## config.mk

```make
export PLATFORM = sky130hd
export DESIGN_NAME = pi_deflect_sched
export DESIGN_NICKNAME = d
export VERILOG_FILES = /design/src/rtl/pi_deflect_sched_pkg.sv /design/src/rtl/pi_alloc_comb.sv /design/src/rtl/pi_deflect_sched.sv
export SDC_FILE = /design/constraint.sdc
export NUM_CORES = 1
export LEC_CHECK = 0
export ABC_AREA = 1
export BUFFER_PORTS_ARGS = -buffer_cell sky130_fd_sc_hd__buf_2
export CAP_MARGIN = 15
export CORE_MARGIN = 1
export CORE_UTILIZATION = 68
export DETAILED_ROUTE_END_ITERATION = 7
export PLACE_DENSITY = 0.95
export SLEW_MARGIN = 25
export SYNTH_ARGS = -nofsm -noshare
export SYNTH_HDL_FRONTEND = slang
export SYNTH_HIERARCHICAL = 1
export SYNTH_SLANG_ARGS = --single-unit
export TNS_END_PERCENT = 30
```

## constraint.sdc

```tcl
create_clock -name clk -period 13.2 [get_ports clk]
set_clock_uncertainty 0.05 [all_clocks]
set_input_delay 0.66 -clock clk [delete_from_list [all_inputs] [get_ports clk]]
set_output_delay 0.66 -clock clk [all_outputs]
set_load 0.03 [all_outputs]
```

## src/rtl/pi_deflect_sched_pkg.sv

```systemverilog
// Shared definitions for the pi-switch deflection scheduler: direction codes,
// input index constants, pointer width and a small popcount helper.
package pi_deflect_sched_pkg;

    localparam int PTR_W     = 2;
    localparam int NUM_PORTS = 4;

    // Direction codes double as input/output indices {ur,ul,r,l} = {3,2,1,0}
    localparam logic [1:0] DIR_LEFT  = 2'd0;
    localparam logic [1:0] DIR_RIGHT = 2'd1;
    localparam logic [1:0] DIR_UPL   = 2'd2;
    localparam logic [1:0] DIR_UPR   = 2'd3;

    localparam logic [1:0] IDX_L  = 2'd0;
    localparam logic [1:0] IDX_R  = 2'd1;
    localparam logic [1:0] IDX_UL = 2'd2;
    localparam logic [1:0] IDX_UR = 2'd3;

    function automatic logic [2:0] popcount4(input logic [3:0] v);
        logic [2:0] n;
        n = 3'd0;
        for (int i = 0; i < 4; i++) begin
            n = n + {2'b00, v[i]};
        end
        return n;
    endfunction

endpackage

```

## src/rtl/pi_alloc_comb.sv

```systemverilog
// Combinational three-pass output allocator: productive placement, deflection
// of leftover valid inputs, then filling of idle outputs so sel is a bijection.
module pi_alloc_comb
    import pi_deflect_sched_pkg::*;
#(
    parameter bit HAS_UP = 1'b1
) (
    input  logic [PTR_W-1:0] ptr,
    input  logic [3:0]       req_v,
    input  logic [7:0]       req_d,
    output logic [7:0]       sel,
    output logic [3:0]       out_v,
    output logic [3:0]       defl,
    output logic [PTR_W-1:0] first_defl,
    output logic             any_defl
);

    // A root node has no parents: up outputs are reserved for the bijection fill only
    localparam int MAX_OUT = HAS_UP ? 3 : 1;

    logic [3:0] v_s;
    logic [3:0] used_s;
    logic [3:0] placed_s;
    logic [1:0] idx_s;
    logic [1:0] want_s;
    logic [1:0] alt_s;
    logic       found_s;

    assign v_s = HAS_UP ? req_v : {2'b00, req_v[1:0]};

    // Passes 1-3 in priority order starting at ptr
    always_comb begin
        used_s     = 4'b0000;
        placed_s   = 4'b0000;
        idx_s      = 2'd0;
        want_s     = 2'd0;
        alt_s      = 2'd0;
        found_s    = 1'b0;
        sel        = {DIR_UPR, DIR_UPL, DIR_RIGHT, DIR_LEFT};
        out_v      = 4'b0000;
        defl       = 4'b0000;
        first_defl = 2'd0;
        any_defl   = 1'b0;

        for (int k = 0; k < NUM_PORTS; k++) begin
            idx_s  = ptr + 2'(k);
            want_s = req_d[{idx_s, 1'b0} +: 2];
            alt_s  = want_s ^ 2'd1;
            if (v_s[idx_s]) begin
                if (want_s == DIR_LEFT || want_s == DIR_RIGHT) begin
                    if (!used_s[want_s]) begin
                        used_s[want_s]           = 1'b1;
                        placed_s[idx_s]          = 1'b1;
                        out_v[want_s]            = 1'b1;
                        sel[{want_s, 1'b0} +: 2] = idx_s;
                    end else begin
                        placed_s[idx_s] = 1'b0;
                    end
                end else if (HAS_UP) begin
                    // Either parent port moves the packet toward the root
                    if (!used_s[want_s]) begin
                        used_s[want_s]           = 1'b1;
                        placed_s[idx_s]          = 1'b1;
                        out_v[want_s]            = 1'b1;
                        sel[{want_s, 1'b0} +: 2] = idx_s;
                    end else if (!used_s[alt_s]) begin
                        used_s[alt_s]            = 1'b1;
                        placed_s[idx_s]          = 1'b1;
                        out_v[alt_s]             = 1'b1;
                        sel[{alt_s, 1'b0} +: 2]  = idx_s;
                    end else begin
                        placed_s[idx_s] = 1'b0;
                    end
                end else begin
                    placed_s[idx_s] = 1'b0;
                end
            end else begin
                placed_s[idx_s] = placed_s[idx_s];
            end
        end

        for (int k = 0; k < NUM_PORTS; k++) begin
            idx_s   = ptr + 2'(k);
            found_s = 1'b0;
            if (v_s[idx_s] && !placed_s[idx_s]) begin
                for (int o = 0; o < NUM_PORTS; o++) begin
                    if (!found_s && (o <= MAX_OUT) && !used_s[o]) begin
                        used_s[o]       = 1'b1;
                        out_v[o]        = 1'b1;
                        sel[2*o +: 2]   = idx_s;
                        found_s         = 1'b1;
                    end else begin
                        found_s = found_s;
                    end
                end
                placed_s[idx_s] = 1'b1;
                defl[idx_s]     = 1'b1;
                if (!any_defl) begin
                    any_defl   = 1'b1;
                    first_defl = idx_s;
                end else begin
                    any_defl = 1'b1;
                end
            end else begin
                found_s = 1'b0;
            end
        end

        for (int o = 0; o < NUM_PORTS; o++) begin
            found_s = 1'b0;
            if (!used_s[o]) begin
                for (int j = 0; j < NUM_PORTS; j++) begin
                    if (!found_s && !placed_s[j]) begin
                        placed_s[j]   = 1'b1;
                        used_s[o]     = 1'b1;
                        sel[2*o +: 2] = 2'(j);
                        found_s       = 1'b1;
                    end else begin
                        found_s = found_s;
                    end
                end
            end else begin
                found_s = 1'b0;
            end
        end
    end

endmodule

```

## src/rtl/pi_deflect_sched.sv

```systemverilog
// Registered output-port allocator for a bufferless pi-switch node.
// Optional deflection statistics counter enabled by defining PI_SCHED_STATS_EN.
module pi_deflect_sched
    import pi_deflect_sched_pkg::*;
#(
    parameter int LEVEL  = 0,
    parameter bit HAS_UP = 1'b1,
    parameter int CNT_W  = 16
) (
    input  logic             clk,
    input  logic             reset_n,
    input  logic             en,
    input  logic [3:0]       req_v,
    input  logic [7:0]       req_d,
    output logic [1:0]       sel_l,
    output logic [1:0]       sel_r,
    output logic [1:0]       sel_ul,
    output logic [1:0]       sel_ur,
    output logic [3:0]       out_v,
    output logic [3:0]       defl,
    output logic [CNT_W-1:0] defl_cnt
);

    if (LEVEL < 0 || CNT_W < 3) begin : g_bad_params
        $error("pi_deflect_sched: LEVEL must be >= 0 and CNT_W >= 3");
    end

    logic [PTR_W-1:0] ptr_r;
    logic [7:0]       sel_nxt_s;
    logic [3:0]       out_v_nxt_s;
    logic [3:0]       defl_nxt_s;
    logic [PTR_W-1:0] first_defl_s;
    logic             any_defl_s;

    pi_alloc_comb #(
        .HAS_UP(HAS_UP)
    ) u_alloc (
        .ptr       (ptr_r),
        .req_v     (req_v),
        .req_d     (req_d),
        .sel       (sel_nxt_s),
        .out_v     (out_v_nxt_s),
        .defl      (defl_nxt_s),
        .first_defl(first_defl_s),
        .any_defl  (any_defl_s)
    );

    // Output registers and priority pointer
    always_ff @(posedge clk or negedge reset_n) begin
        if (!reset_n) begin
            sel_l  <= DIR_LEFT;
            sel_r  <= DIR_RIGHT;
            sel_ul <= DIR_UPL;
            sel_ur <= DIR_UPR;
            out_v  <= 4'b0000;
            defl   <= 4'b0000;
            ptr_r  <= 2'd0;
        end else if (en) begin
            sel_l  <= sel_nxt_s[1:0];
            sel_r  <= sel_nxt_s[3:2];
            sel_ul <= sel_nxt_s[5:4];
            sel_ur <= sel_nxt_s[7:6];
            out_v  <= out_v_nxt_s;
            defl   <= defl_nxt_s;
            // Skip past the first loser so the next input in line gets top priority
            if (any_defl_s) begin
                ptr_r <= first_defl_s + 2'd1;
            end else begin
                ptr_r <= ptr_r;
            end
        end else begin
            ptr_r <= ptr_r;
        end
    end

`ifdef PI_SCHED_STATS_EN
    logic [CNT_W:0]   cnt_sum_s;
    logic [CNT_W-1:0] defl_cnt_r;

    // Widened sum so a carry out signals saturation
    always_comb begin
        cnt_sum_s = {1'b0, defl_cnt_r} + {{(CNT_W-2){1'b0}}, popcount4(defl_nxt_s)};
    end

    // Saturating deflection counter
    always_ff @(posedge clk or negedge reset_n) begin
        if (!reset_n) begin
            defl_cnt_r <= {CNT_W{1'b0}};
        end else if (en) begin
            defl_cnt_r <= cnt_sum_s[CNT_W] ? {CNT_W{1'b1}} : cnt_sum_s[CNT_W-1:0];
        end else begin
            defl_cnt_r <= defl_cnt_r;
        end
    end

    assign defl_cnt = defl_cnt_r;
`else
    assign defl_cnt = {CNT_W{1'b0}};
`endif

endmodule

```

After elaboration in Yosys (flattened, before gate mapping)
Index checks and enable logic that the tools add are counted.

word-level totals
  flip-flop bits (word level) = 18
  output and inout bits = 32

cells by class
  $add $sub $neg = 12
  $lt $le $gt $ge = 24
  equal/unequal tests = 4
  shift-type cells = 20
  multiplexer cells = 268
  bitwise gates (word level) = 33
  reduce and logical (&&, ||, !) cells = 101

operator list
  cell                                                        number
  2-to-1 mux 4 bit                                            55
  2-to-1 mux 8 bit                                            24
  2-to-1 mux 1 bit                                            105
  2-to-1 mux 2 bit                                            43
  bitwise OR 4 bit                                            18
  variable shift 2 x 5 -> 8 bit, first input constant         8
  indexed part select 2 x 5 -> 8 bit                          8
  logical NOT 1 bit                                           52
  bitwise mux 8 bit                                           6
  binary-select mux 1 bit (select 2 bit)                      20
  logical AND 1 bit                                           40
  negator 3 -> 5 bit                                          8
  less-than comparator 2 x 3 -> 1 bit, second input constant  12
  indexed part select 8 x 4 -> 2 bit                          4
  bitwise AND 4 bit                                           6
  demux 1 bit (select 2 bit)                                  12
  >= comparator 2 x 1 -> 1 bit, second input constant         12
  NOT 4 bit                                                   5
  bitwise mux 4 bit                                           3
  equality test 2 x 1 -> 1 bit, second input constant         4
  logical NOT 2 bit                                           4
  adder 2 x 1 -> 2 bit, second input constant                 2
  adder 2 bit, second input constant                          2
  logical OR 1 bit                                            4
  2 further kinds                                             5

Logic depth before layout (Yosys ltp)
Gate-level depths: netlist (run 1).

  depth after elaboration = 142
  mapped depth = 59

By module
The synthesis (run 1) kept the hierarchy.

by module, submodules not included
  module            times used  cells each  area an instance (µm²)
  pi_alloc_comb     1           867         4657.0
  pi_deflect_sched  1           97          843.3

Least setup slack after synthesis (run 1)
Ideal clock, no wire load.

  path type = reg-to-reg
  start = reg ptr_r[0]
  end = reg sel_ul[0]
  library setup time = 0.127 ns
  data arrival time = 6.377 ns
  path slack = 6.646 ns
  cell stages (with the launch flop) = 54
  path buffers = 5
  cell sequence = dfrtp_1 > inv_2 > buf_6 > buf_2 > buf_1 > clkbuf_1 > ha_1 > buf_2 > inv_1 > nand3_2 > nand2_4 > inv_2 > ha_1 > nor2_1 > inv_1 > nor2_1 > nand3_1 > nand2_1 > [18 not listed] > inv_2 > nand3_1 > nand3_1 > nand3_2 > nand4_1 > nand3_1 > nand3_2 > nand3_4 > nor2_2 > nor2_4 > nand2_2 > nand2_1 > nand2_1 > nor2_1 > o21ai_1 > o21a_1 > nand2_1 > o21ai_0

on the way
  longest elaborated chain between the ends = 70

ends and longest elaborated chain
  element                                                                                                           line                    text
  start: declaration                                                                                                pi_deflect_sched.sv:28  logic [PTR_W-1:0] ptr_r;
  start signal: assignment                                                                                          pi_deflect_sched.sv:67  ptr_r <= first_defl_s + 2'd1;
  start signal: assignment                                                                                          pi_deflect_sched.sv:69  ptr_r <= ptr_r;
  start signal: assignment                                                                                          pi_deflect_sched.sv:72  ptr_r <= ptr_r;
  indexed part select 8 x 4 -> 2 bit                                                                                pi_alloc_comb.sv:47     want_s = req_d[{idx_s, 1'b0} +: 2];
  NOT 1 bit (no source line)                                                                                        -
  less-than comparator 2 x 3 -> 1 bit (implied by the code) / >= comparator 2 x 1 -> 1 bit (equally long branches)  pi_alloc_comb.sv:67     used_s[alt_s] = 1'b1;
  logical AND 1 bit (implied by the code)                                                                           pi_alloc_comb.sv:67
  2-to-1 mux 1 bit (implied by the code)                                                                            pi_alloc_comb.sv:67
  demux 1 bit (select 2 bit)                                                                                        -
  2-to-1 mux 4 bit                                                                                                  pi_alloc_comb.sv:66     end else if (!used_s[alt_s]) begin
  2-to-1 mux 4 bit                                                                                                  pi_alloc_comb.sv:61     if (!used_s[want_s]) begin
  [55 not listed]                                                                                                   -
  logical AND 1 bit                                                                                                 pi_alloc_comb.sv:113    if (!found_s && !placed_s[j]) begin
  2-to-1 mux 1 bit                                                                                                  pi_alloc_comb.sv:113
  2-to-1 mux 1 bit / 2-to-1 mux 4 bit (equally long branches)                                                       pi_alloc_comb.sv:111    if (!used_s[o]) begin
  logical NOT 1 bit                                                                                                 pi_alloc_comb.sv:113
  logical AND 1 bit                                                                                                 pi_alloc_comb.sv:113
  2-to-1 mux 2 bit                                                                                                  pi_alloc_comb.sv:113
  2-to-1 mux 2 bit (*)                                                                                              pi_alloc_comb.sv:111
  via sel_nxt_s[4]                                                                                                  pi_deflect_sched.sv:29  logic [7:0] sel_nxt_s;
  end signal: assignment                                                                                            pi_deflect_sched.sv:61  sel_ul <= sel_nxt_s[5:4];
  end: declaration                                                                                                  pi_deflect_sched.sv:17  output logic [1:0] sel_ul,

The timed path passes the listed nets; every way through them passes the cells marked *. The select of a mux whose other input is x is not followed.
A chain may end at the register's enable or synchronous reset.

Worst setup path after layout (run 1)
  start = reg ptr_r[0]
  end = reg sel_ur[0]

RTL lines
  element                                                                                     line                    text
  indexed part select 8 x 4 -> 2 bit                                                          pi_alloc_comb.sv:47
  NOT 1 bit (no source line)                                                                  -
  less-than comparator 2 x 3 -> 1 bit / >= comparator 2 x 1 -> 1 bit (equally long branches)  -
  logical AND 1 bit                                                                           -
  2-to-1 mux 1 bit                                                                            -
  demux 1 bit (select 2 bit)                                                                  -
  2-to-1 mux 4 bit (4 in series)                                                              -
  binary-select mux 1 bit (select 2 bit)                                                      pi_alloc_comb.sv:66
  [37 not listed]                                                                             -
  via out_v_nxt_s[0]                                                                          pi_deflect_sched.sv:30  logic [3:0] out_v_nxt_s;
  [16 not listed]                                                                             -
  logical AND 1 bit                                                                           pi_alloc_comb.sv:113
  2-to-1 mux 1 bit                                                                            pi_alloc_comb.sv:113
  2-to-1 mux 1 bit / 2-to-1 mux 4 bit (equally long branches)                                 pi_alloc_comb.sv:111
  logical NOT 1 bit                                                                           pi_alloc_comb.sv:113
  logical AND 1 bit                                                                           pi_alloc_comb.sv:113
  2-to-1 mux 2 bit (*)                                                                        pi_alloc_comb.sv:113
  2-to-1 mux 2 bit (*)                                                                        pi_alloc_comb.sv:111
  via sel_nxt_s[6]                                                                            pi_deflect_sched.sv:29
  end signal: assignment                                                                      pi_deflect_sched.sv:62  sel_ur <= sel_nxt_s[7:6];
  end: declaration                                                                            pi_deflect_sched.sv:18  output logic [1:0] sel_ur,

Marks and branches as above.

==> results of run 1 <==
==> path summary, 6_finish.rpt <==
check	to	slack [ns]	depth (start not counted)	from
hold reg to reg	sel_r[0]	0.42	2	sel_r[0]
setup / recovery	sel_ur[0]	4.76	54	ptr_r[0]
setup reg to reg	sel_ur[0]	4.76	54	ptr_r[0]
max in group asynchronous	sel_ul[1]	12.50	1	reset_n
min in group clk	sel_r[0]	0.42	2	sel_r[0]
hold / removal	out_v[0]	0.27	1	reset_n
==> layer usage <==
| metal | vias to the layer above | GRT usage (%) | wire (um) |
|---|---|---|---|
| met5 | - | 0 | 0 |
| met3 | 55 | 4.98 | 1500 |
| met4 | 0 | 13.0 | 526 |
| met2 | 356 | 60.3 | 6970 |
| li1 | 3205 | - | - |
| met1 | 2890 | 49.6 | 6580 |
==> flip-flops by register name (all words and copies together) (netlist names) <==
name / count
defl: 4
out_v: 4
ptr_r: 2
sel_l: 2
sel_r: 2
sel_ul: 2
sel_ur: 2
==> through the flow <==
| stage | instance area [um^2] | hold slack [ns] | setup slack [ns] |
|---|---|---|---|
| detailed placement | 5590 | 0.413 | 5.09 |
| global placement | 5590 | 0.409 | 5.22 |
| finish | 5650 | 0.274 | 4.76 |
| global route | 5650 | 0.288 | 3.94 |
| floorplan | 5560 | 0.314 | 6.65 |
| CTS | 5650 | 0.280 | 5.05 |
==> cells by family after synthesis <==
family,Yosys count,synth area share [%]
other cells,1,0.0682
fa+ha+maj,34,7.73
mux,3,0.569
compound gates,177,20.1
flops,18,8.28
buf+inv,199,15.5
simple gates,532,47.7
==> worst reg2reg max path: cells and delay by family, from the launching register on <==
| kind | cells | cell delay, ns |
|---|---|---|
| flip-flops | 1 | 0.36 |
| AND/OR/NAND/NOR | 42 | 4.85 |
| adder cells (fa/ha/maj) | 2 | 0.64 |
| AO/OA/AOI/OAI | 2 | 0.35 |
| buffers and inverters | 8 | 2.12 |
==> cells in the final DEF, fill, tap and decap left out, types with 17 or more instances in the layout <==
cell	synthesis	final
a21oi_1	33	33
nor2_1	81	81
nand3_2	25	25
nand4_1	27	27
inv_1	131	131
o21ai_0	60	59
inv_2	17	17
nor3_1	30	30
buf_2	14	30
nand2_1	229	229
ha_1	34	34
nand3_1	89	89
==> layout make-up <==
class / count / share of cell area (%)
flip-flops and latches: 18 / 8.07
inverters: 153 / 10.2
multi-input cells: 762 / 75.2
well taps: 102 / 2.26
clock buffers: 4 / 0.975
repair buffers: 35 / 3.32
==> impl_metrics.csv, run 1 <==
group,metric,value,unit
finish,nets,1022,
cts,cts_max_path_buffers,2,
synthesis,synth_commonest_cells,"nand2_1, inv_1, nand3_1",
setup_path,path_buf_inv,8,
timing,rsz0062_at_grt,"false",
synthesis,syn_area,0.00550,mm^2
timing,setup_viol,0,
cts,cts_hold_buf,0,
floorplanning,io_pins,47,
routing,vias_per_cell,6.06,
timing,finalSetupTns,0,ns
synthesis,synth_ff_type,"dfrtp_1",
routing,ant_nets,0,
cts,cts_num_sinks,18,
cts,ctsResizeCount,0,
setup_path,required,13.33,ns
synthesis,syn_area_per_cell,5.71,um^2
setup_path,worstSetupPathType,"flip-flop to flip-flop",
floorplanning,chipHeight,91.9,um
setup_path,critical_path_peak_fanout,45,
floorplanning,die_w,91.9,um
cts,cts-htree-levels,1,
finish,n_fill_cell,759,
routing,dr.pass1.iters,6,
grt,antenna_found_initial,0,
status,status,"finished clean",
hold_path,min_path_type,"input pin to asynchronous set/reset pin",
setup_path,cp-start-kind,"flip-flop",
timing,slew_headroom,36.1,%
finish,stdcell_count,1074,
synthesis,synth_warnings,6,
grt,grt_max_degree,46,
placed_design,dp_hpwl,12100,um
synthesis,ys_top_cells_by_area,"nand2_1, inv_1, nand3_1, ha_1, dfrtp_1",
floorplanning,rows,32,
grt,grt_pass1_wl,26100,um
finish,diodes,0,
cts,cts_tree,"built",
synthesis,yosysSeqAreaShare,8.28,%
setup_path,cp.arrival,8.56,ns
cts,post_cts_buffers,0,
synthesis,post-synth-top-area-cell,"nand2_1",
synthesis,synth_edf_count,0,
synthesis,synth-seq-cells,18,
synthesis,synth.distinct_cells,55,
synthesis,synthArstFlopShare,100,%
synthesis,yosysMostFrequentCell,"nand2_1",
synthesis,syn_inst,964,
placed_design,portBuffers,30,
routing,drt-total-wl,15600,um
setup_path,cp-end-kind,"flip-flop",
finish,syn_to_final_growth,2.66,%
timing,final.period_utilization,63.9,%
finish,multi_input_comb_area,0.00425,mm^2
finish,seq_area,455,um^2
grt,grt_usage,36.9,%
cts,clk_latency,0.26,ns
timing,final_hold_viol_count,0,
timing,worst_pin_slew,0.959,ns
setup_path,slowest_delay,0.64,ns
grt,grt_pass1_vias,5766,
grt,grt-ovfl-total,0,
synthesis,yosys.area.top_type_share,15.6,%
cts,cts.clk_slew.worst_paths,0.07,ns
floorplanning,core_area,0.00777,mm^2
floorplanning,die_area,0.00845,mm^2
placed_design,dp_cells,1070,
finish,finish.utilization,72.7,%
routing,vias,6506,
setup_path,slowest_stage,"inv_2",
floorplanning,initial_core_util,70.8,%
cts,cts_buffers,3,
routing,wl_per_cell,14.5,um
flow_run,drv_cap,0,
timing,drv_slew,0,
setup_path,cpLargestDelayFamily,"simple AND/OR/NAND/NOR gates",
cts,root_buffer,"clkbuf_8",
placed_design,gp_congestion,1.04,
timing,fin_crit,8.44,ns
finish,drive_gt1_share,13.8,%
setup_path,crit_path_frequent_cell,"nand2_1",
timing,max_freq,119,MHz
routing,drcViolationCount,0,
routing,drtIter0Drc,658,
Power of run 1 is left out: the tool's default activity adds up to more than one toggle a clock period on the data nets, which glitch-free logic cannot reach.
==> run 2, diff against run 1 <==
--- a/config.mk
+++ b/config.mk
@@ -9,9 +9,9 @@
 export BUFFER_PORTS_ARGS = -buffer_cell sky130_fd_sc_hd__buf_2
 export CAP_MARGIN = 15
 export CORE_MARGIN = 1
-export CORE_UTILIZATION = 68
+export CORE_UTILIZATION = 57
 export DETAILED_ROUTE_END_ITERATION = 7
-export PLACE_DENSITY = 0.95
+export PLACE_DENSITY = 0.86
 export SLEW_MARGIN = 25
 export SYNTH_ARGS = -nofsm -noshare
 export SYNTH_HDL_FRONTEND = slang
==> constraint.sdc (replaced) <==
create_clock -name clk -period 7.2 [get_ports clk]
set_clock_uncertainty 0.05 [all_clocks]
set_input_delay 0.36 -clock clk [delete_from_list [all_inputs] [get_ports clk]]
set_output_delay 0.36 -clock clk [all_outputs]
set_load 0.03 [all_outputs]
==> impl_metrics.csv, run 2 (synthesis gave the netlist of run 1 again) <==
group,metric,value,unit
status,status,"complete, but fails checks",
status,violations,"DRC",
setup_path,slowest_delay,0.55,ns
timing,slew_headroom,36.3,%
setup_path,worstSetupPathType,"flip-flop to flip-flop",
flow_run,drv_cap,0,
routing,drt-total-wl,16400,um
routing,vias,6804,
grt,antenna_found_initial,0,
finish,syn_to_final_growth,8.58,%
grt,global_route.usage.met3,4.04,%
timing,final.period_utilization,94.4,%
finish,stdcell_count,1122,
floorplanning,initial_core_util,59.2,%
routing,ant_nets,0,
setup_path,critical_path_peak_fanout,16,
placed_design,portBuffers,30,
cts,root_buffer,"clkbuf_8",
timing,final_hold_viol_count,0,
setup_path,cp-end-kind,"flip-flop",
setup_path,cpLargestDelayFamily,"simple AND/OR/NAND/NOR gates",
cts,cts-htree-levels,1,
setup_path,required,7.27,ns
floorplanning,core_area,0.00928,mm^2
finish,top_regs,"defl x4, out_v x4",
cts,cts.clk_slew.worst_paths,0.08,ns
hold_path,min_path_type,"flip-flop to flip-flop",
setup_path,cp.arrival,6.87,ns
timing,setup_viol,0,
finish,diodes,0,
routing,wl_per_cell,14.6,um
floorplanning,io_pins,47,
setup_path,path_buf_inv,8,
finish,finish.utilization,64.3,%
grt,grt_pass1_vias,5517,
floorplanning,die_area,0.0100,mm^2
grt,grt_max_degree,39,
finish,nets,1043,
finish,layout_commonest_cell,"nand2_1",
timing,max_freq,147,MHz
grt,grtUsageMet1,43.2,%
routing,drtIter0Drc,738,
timing,drv_slew,0,
grt,grt-ovfl-total,0,
placed_design,gp_congestion,1.05,
cts,cts_max_path_buffers,2,
grt,grt_usage,30.8,%
grt,grt.busiest_layer,"met2",
placed_design,dp_hpwl,12100,um
cts,cts_buffers,3,
floorplanning,rows,35,
routing,vias_per_cell,6.06,
cts,cts_tree,"built",
floorplanning,chipHeight,100,um
placed_design,dp_cells,1099,
grt,grt_pass1_wl,25600,um
setup_path,cp-start-kind,"flip-flop",
floorplanning,die_w,100,um
setup_path,crit_path_frequent_cell,"nand2_1",
cts,cts_num_sinks,18,
timing,worst_pin_slew,0.956,ns
setup_path,slowest_stage,"dfrtp_4",
finish,mostFrequentLayoutCells,"nand2_1, inv_1, nand3_1",
cts,clk_latency,0.26,ns
grt,grtUsageMet2,48.8,%
routing,drcViolationCount,2,
routing,dr.pass1.iters,8,
finish,drive_gt1_share,17.3,%
timing,fin_crit,6.80,ns
==> run 2: worst paths after layout <==
path	startpoint	endpoint	slack (ns)	cells past startpoint
min in group asynchronous	reset_n	out_v[0]	0.51	2
max reg2reg	ptr_r[0]	sel_ul[0]	0.40	48
min reg2reg	sel_ur[1]	sel_ur[1]	0.42	2
max	ptr_r[0]	sel_ul[0]	0.40	48
min	sel_ur[1]	sel_ur[1]	0.42	2
max in group asynchronous	reset_n	sel_r[0]	6.25	2
==> run 2: cell type report <==
| cell class | count | area, um^2 |
|---|---|---|
| sequential | 18 | 459 |
| timing repair buffer | 55 | 374 |
| multi-input combinational | 763 | 4350 |
| fill | 845 | 3310 |
| clock buffer | 4 | 55.1 |
| tap | 129 | 161 |
| inverter | 153 | 574 |
==> run 2: per-stage QoR <==
step                      hold slack (ns)  instance area, um^2  TNS [ns]  setup WS (ns)
after floorplan                    0.0144                 5560         0          0.646
after global placement              0.265                 5640         0          0.402
after detailed placement            0.263                 5640         0          0.216
after CTS                           0.423                 5710         0          0.178
after global routing                0.458                 5970    -0.231        -0.0885
final                               0.417                 5970         0          0.403
==> run 2: tightest hold or removal path, delay by kind of cell, from the launching register on <==
family | cells | cell delay (ns)
compound gates | 1 | 0.06
buf+inv | 1 | 0.04
flops | 1 | 0.37
==> run 2: timing repair <==
action / CTS / global route
hold buffers: 1 / 0
setup buffers: 0 / 16
gates resized for setup: 0 / 31
endpoints found under the hold margin: 14 / 0
setup endpoints to repair: 0 / 12
==> run 2: routing by layer <==
metal,share of wire (%),routed length [um]
met3,11,1840
met2,43,7130
met1,41,6800
met4,3.8,631
met5,0,0
Power of run 2 is left out for the same reason.
==> run 3, diff against run 2 <==
--- a/config.mk
+++ b/config.mk
@@ -15,6 +15,5 @@
 export SLEW_MARGIN = 25
 export SYNTH_ARGS = -nofsm -noshare
 export SYNTH_HDL_FRONTEND = slang
-export SYNTH_HIERARCHICAL = 1
 export SYNTH_SLANG_ARGS = --single-unit
 export TNS_END_PERCENT = 30
==> impl_metrics.csv, run 3 <==
group,metric,value,unit
status,status,"finished clean",
synthesis,yosysMostFrequentCell,"nand2_1",
grt,antenna_found_initial,0,
placed_design,gp_congestion,1.00,
cts,cts_buffers,3,
synthesis,synth_commonest_cells,"nand2_1, nor2_1, inv_1",
routing,dr.pass1.iters,6,
grt,grt_pass1_wl,28000,um
synthesis,yosysSeqAreaShare,8.46,%
cts,cts_num_sinks,18,
cts,cts.clk_slew.worst_paths,0.08,ns
floorplanning,core_area,0.00920,mm^2
cts,cts-htree-levels,1,
setup_path,slowest_stage,"o21ai_2",
setup_path,slowest_delay,0.57,ns
cts,root_buffer,"clkbuf_8",
synthesis,synth_ff_type,"dfrtp_1",
finish,stdcell_count,1066,
floorplanning,io_pins,47,
synthesis,syn_inst,939,
finish,diodes,0,
floorplanning,rows,35,
finish,mostFrequentLayoutCells,"nand2_1, nor2_1, inv_1",
synthesis,syn_area_per_cell,5.74,um^2
synthesis,yosys.area.top_type_share,15.1,%
synthesis,ys_top_cells_by_area,"nand2_1, nand3_1, ha_1, nor2_1, inv_1",
finish,drive_gt1_share,15.0,%
grt,grt_max_degree,44,
synthesis,post-synth-top-area-cell,"nand2_1",
placed_design,portBuffers,30,
setup_path,critical_path_peak_fanout,43,
finish,nets,1008,
timing,final.period_utilization,92.4,%
synthesis,synthArstFlopShare,100,%
timing,hold_slack,0.415,ns
routing,drcViolationCount,0,
timing,worst_pin_slew,0.704,ns
flow_run,drv_cap,0,
floorplanning,initial_core_util,58.6,%
floorplanning,chipHeight,99.2,um
finish,top_regs,"defl x4, out_v x4",
routing,wl_per_cell,15.7,um
grt,grt-ovfl-total,0,
finish,syn_to_final_growth,5.53,%
hold_path,min_path_type,"flip-flop to flip-flop",
setup_path,required,7.34,ns
timing,finalSetupTns,0,ns
timing,drv_slew,0,
timing,rsz0062_at_grt,"true",
placed_design,dp_hpwl,12800,um
timing,slew_headroom,52.6,%
setup_path,crit_path_frequent_cell,"nand2_1",
routing,drt-total-wl,16700,um
cts,cts_max_path_buffers,2,
setup_path,cpLargestDelayFamily,"simple AND/OR/NAND/NOR gates",
cts,clk_latency,0.26,ns
synthesis,synth.distinct_cells,61,
floorplanning,die_area,0.00984,mm^2
routing,vias,6648,
setup_path,cp-end-kind,"flip-flop",
routing,ant_nets,0,
synthesis,synth_warnings,0,
synthesis,synth-seq-cells,18,
routing,drtIter0Drc,645,
finish,layout_commonest_cell,"nand2_1",
setup_path,cp.arrival,6.79,ns
setup_path,worstSetupPathType,"flip-flop to flip-flop",
synthesis,syn_area,0.00539,mm^2
grt,grt_pass1_vias,6106,
timing,setup_viol,0,
timing,max_freq,150,MHz
routing,vias_per_cell,6.24,
cts,cts_tree,"built",
timing,fin_crit,6.65,ns
timing,final_hold_viol_count,0,
placed_design,dp_cells,1055,
grt,grt_usage,34.1,%
finish,finish.utilization,61.8,%
synthesis,synth_edf_count,0,
floorplanning,die_w,99.2,um
setup_path,cp-start-kind,"flip-flop",
setup_path,path_buf_inv,4,
## run 3: cell count changes after synthesis, moves of 12 or more
| cell | delta |
|---|---|
| inv_1 | -29 |
| nor3_1 | -16 |
| nand3_2 | -12 |
| nand2_1 | -13 |
| nor2_1 | +24 |
| o21ai_0 | -18 |
## run 3: layout make-up
class / count / area (um^2)
clock buffers: 4 / 55.1
inverters: 121 / 459
fillers: 903 / 3510
well taps: 111 / 139
repair buffers: 47 / 280
multi-input cells: 765 / 4290
flip-flops and latches: 18 / 457
## run 3: cell families after synthesis
kind of cell,Yosys count,synth area share [%]
buf+inv,171,13.8
simple gates,543,48.9
fa+ha+maj,37,8.59
xor+xnor,1,0.163
flops,18,8.46
compound gates,165,19.4
other cells,1,0.0696
mux,3,0.581
## run 3: per-stage QoR
step | cell area, um^2 | worst slack (ns)
CTS | 5590 | 0.410
detailed placement | 5520 | 0.461
floorplan | 5440 | 0.965
global route | 5680 | -0.0101
global placement | 5520 | 0.525
finish | 5680 | 0.550
## run 3: path summary, 6_finish.rpt
kind	startpoint	end	slack, ns	cells after the start
worst max-delay path	ptr_r[0]	sel_ur[0]	0.55	46
worst min-delay path	sel_r[0]	sel_r[0]	0.42	2
worst max register to register	ptr_r[0]	sel_ur[0]	0.55	46
worst min register to register	sel_r[0]	sel_r[0]	0.42	2
max in group asynchronous	reset_n	sel_r[0]	6.26	2
min in group asynchronous	reset_n	ptr_r[1]	0.51	2
## run 3: tightest hold or removal path, stage by stage, from the launching register on
cell     delay (ns)
dfstp_2        0.37
nand2_1        0.05
nand2_1        0.05
## run 3: what timing repair did
| action | 4_1_cts | 5_1_grt |
|---|---|---|
| hold buffers | 1 | 0 |
| resized for setup | 0 | 13 |
| setup endpoints to repair | 0 | 11 |
| hold endpoints to repair | 14 | 0 |
| setup buffers | 0 | 6 |
## run 3: metal layers
layer | vias up | routed length, um | track usage, %
li1 | 3201 | - | -
met1 | 2887 | 6760 | 44.0
met2 | 472 | 7370 | 56.9
met3 | 88 | 1840 | 4.15
met4 | 0 | 784 | 15.6
met5 | - | 0 | 0
Power of run 3 is left out for the same reason.
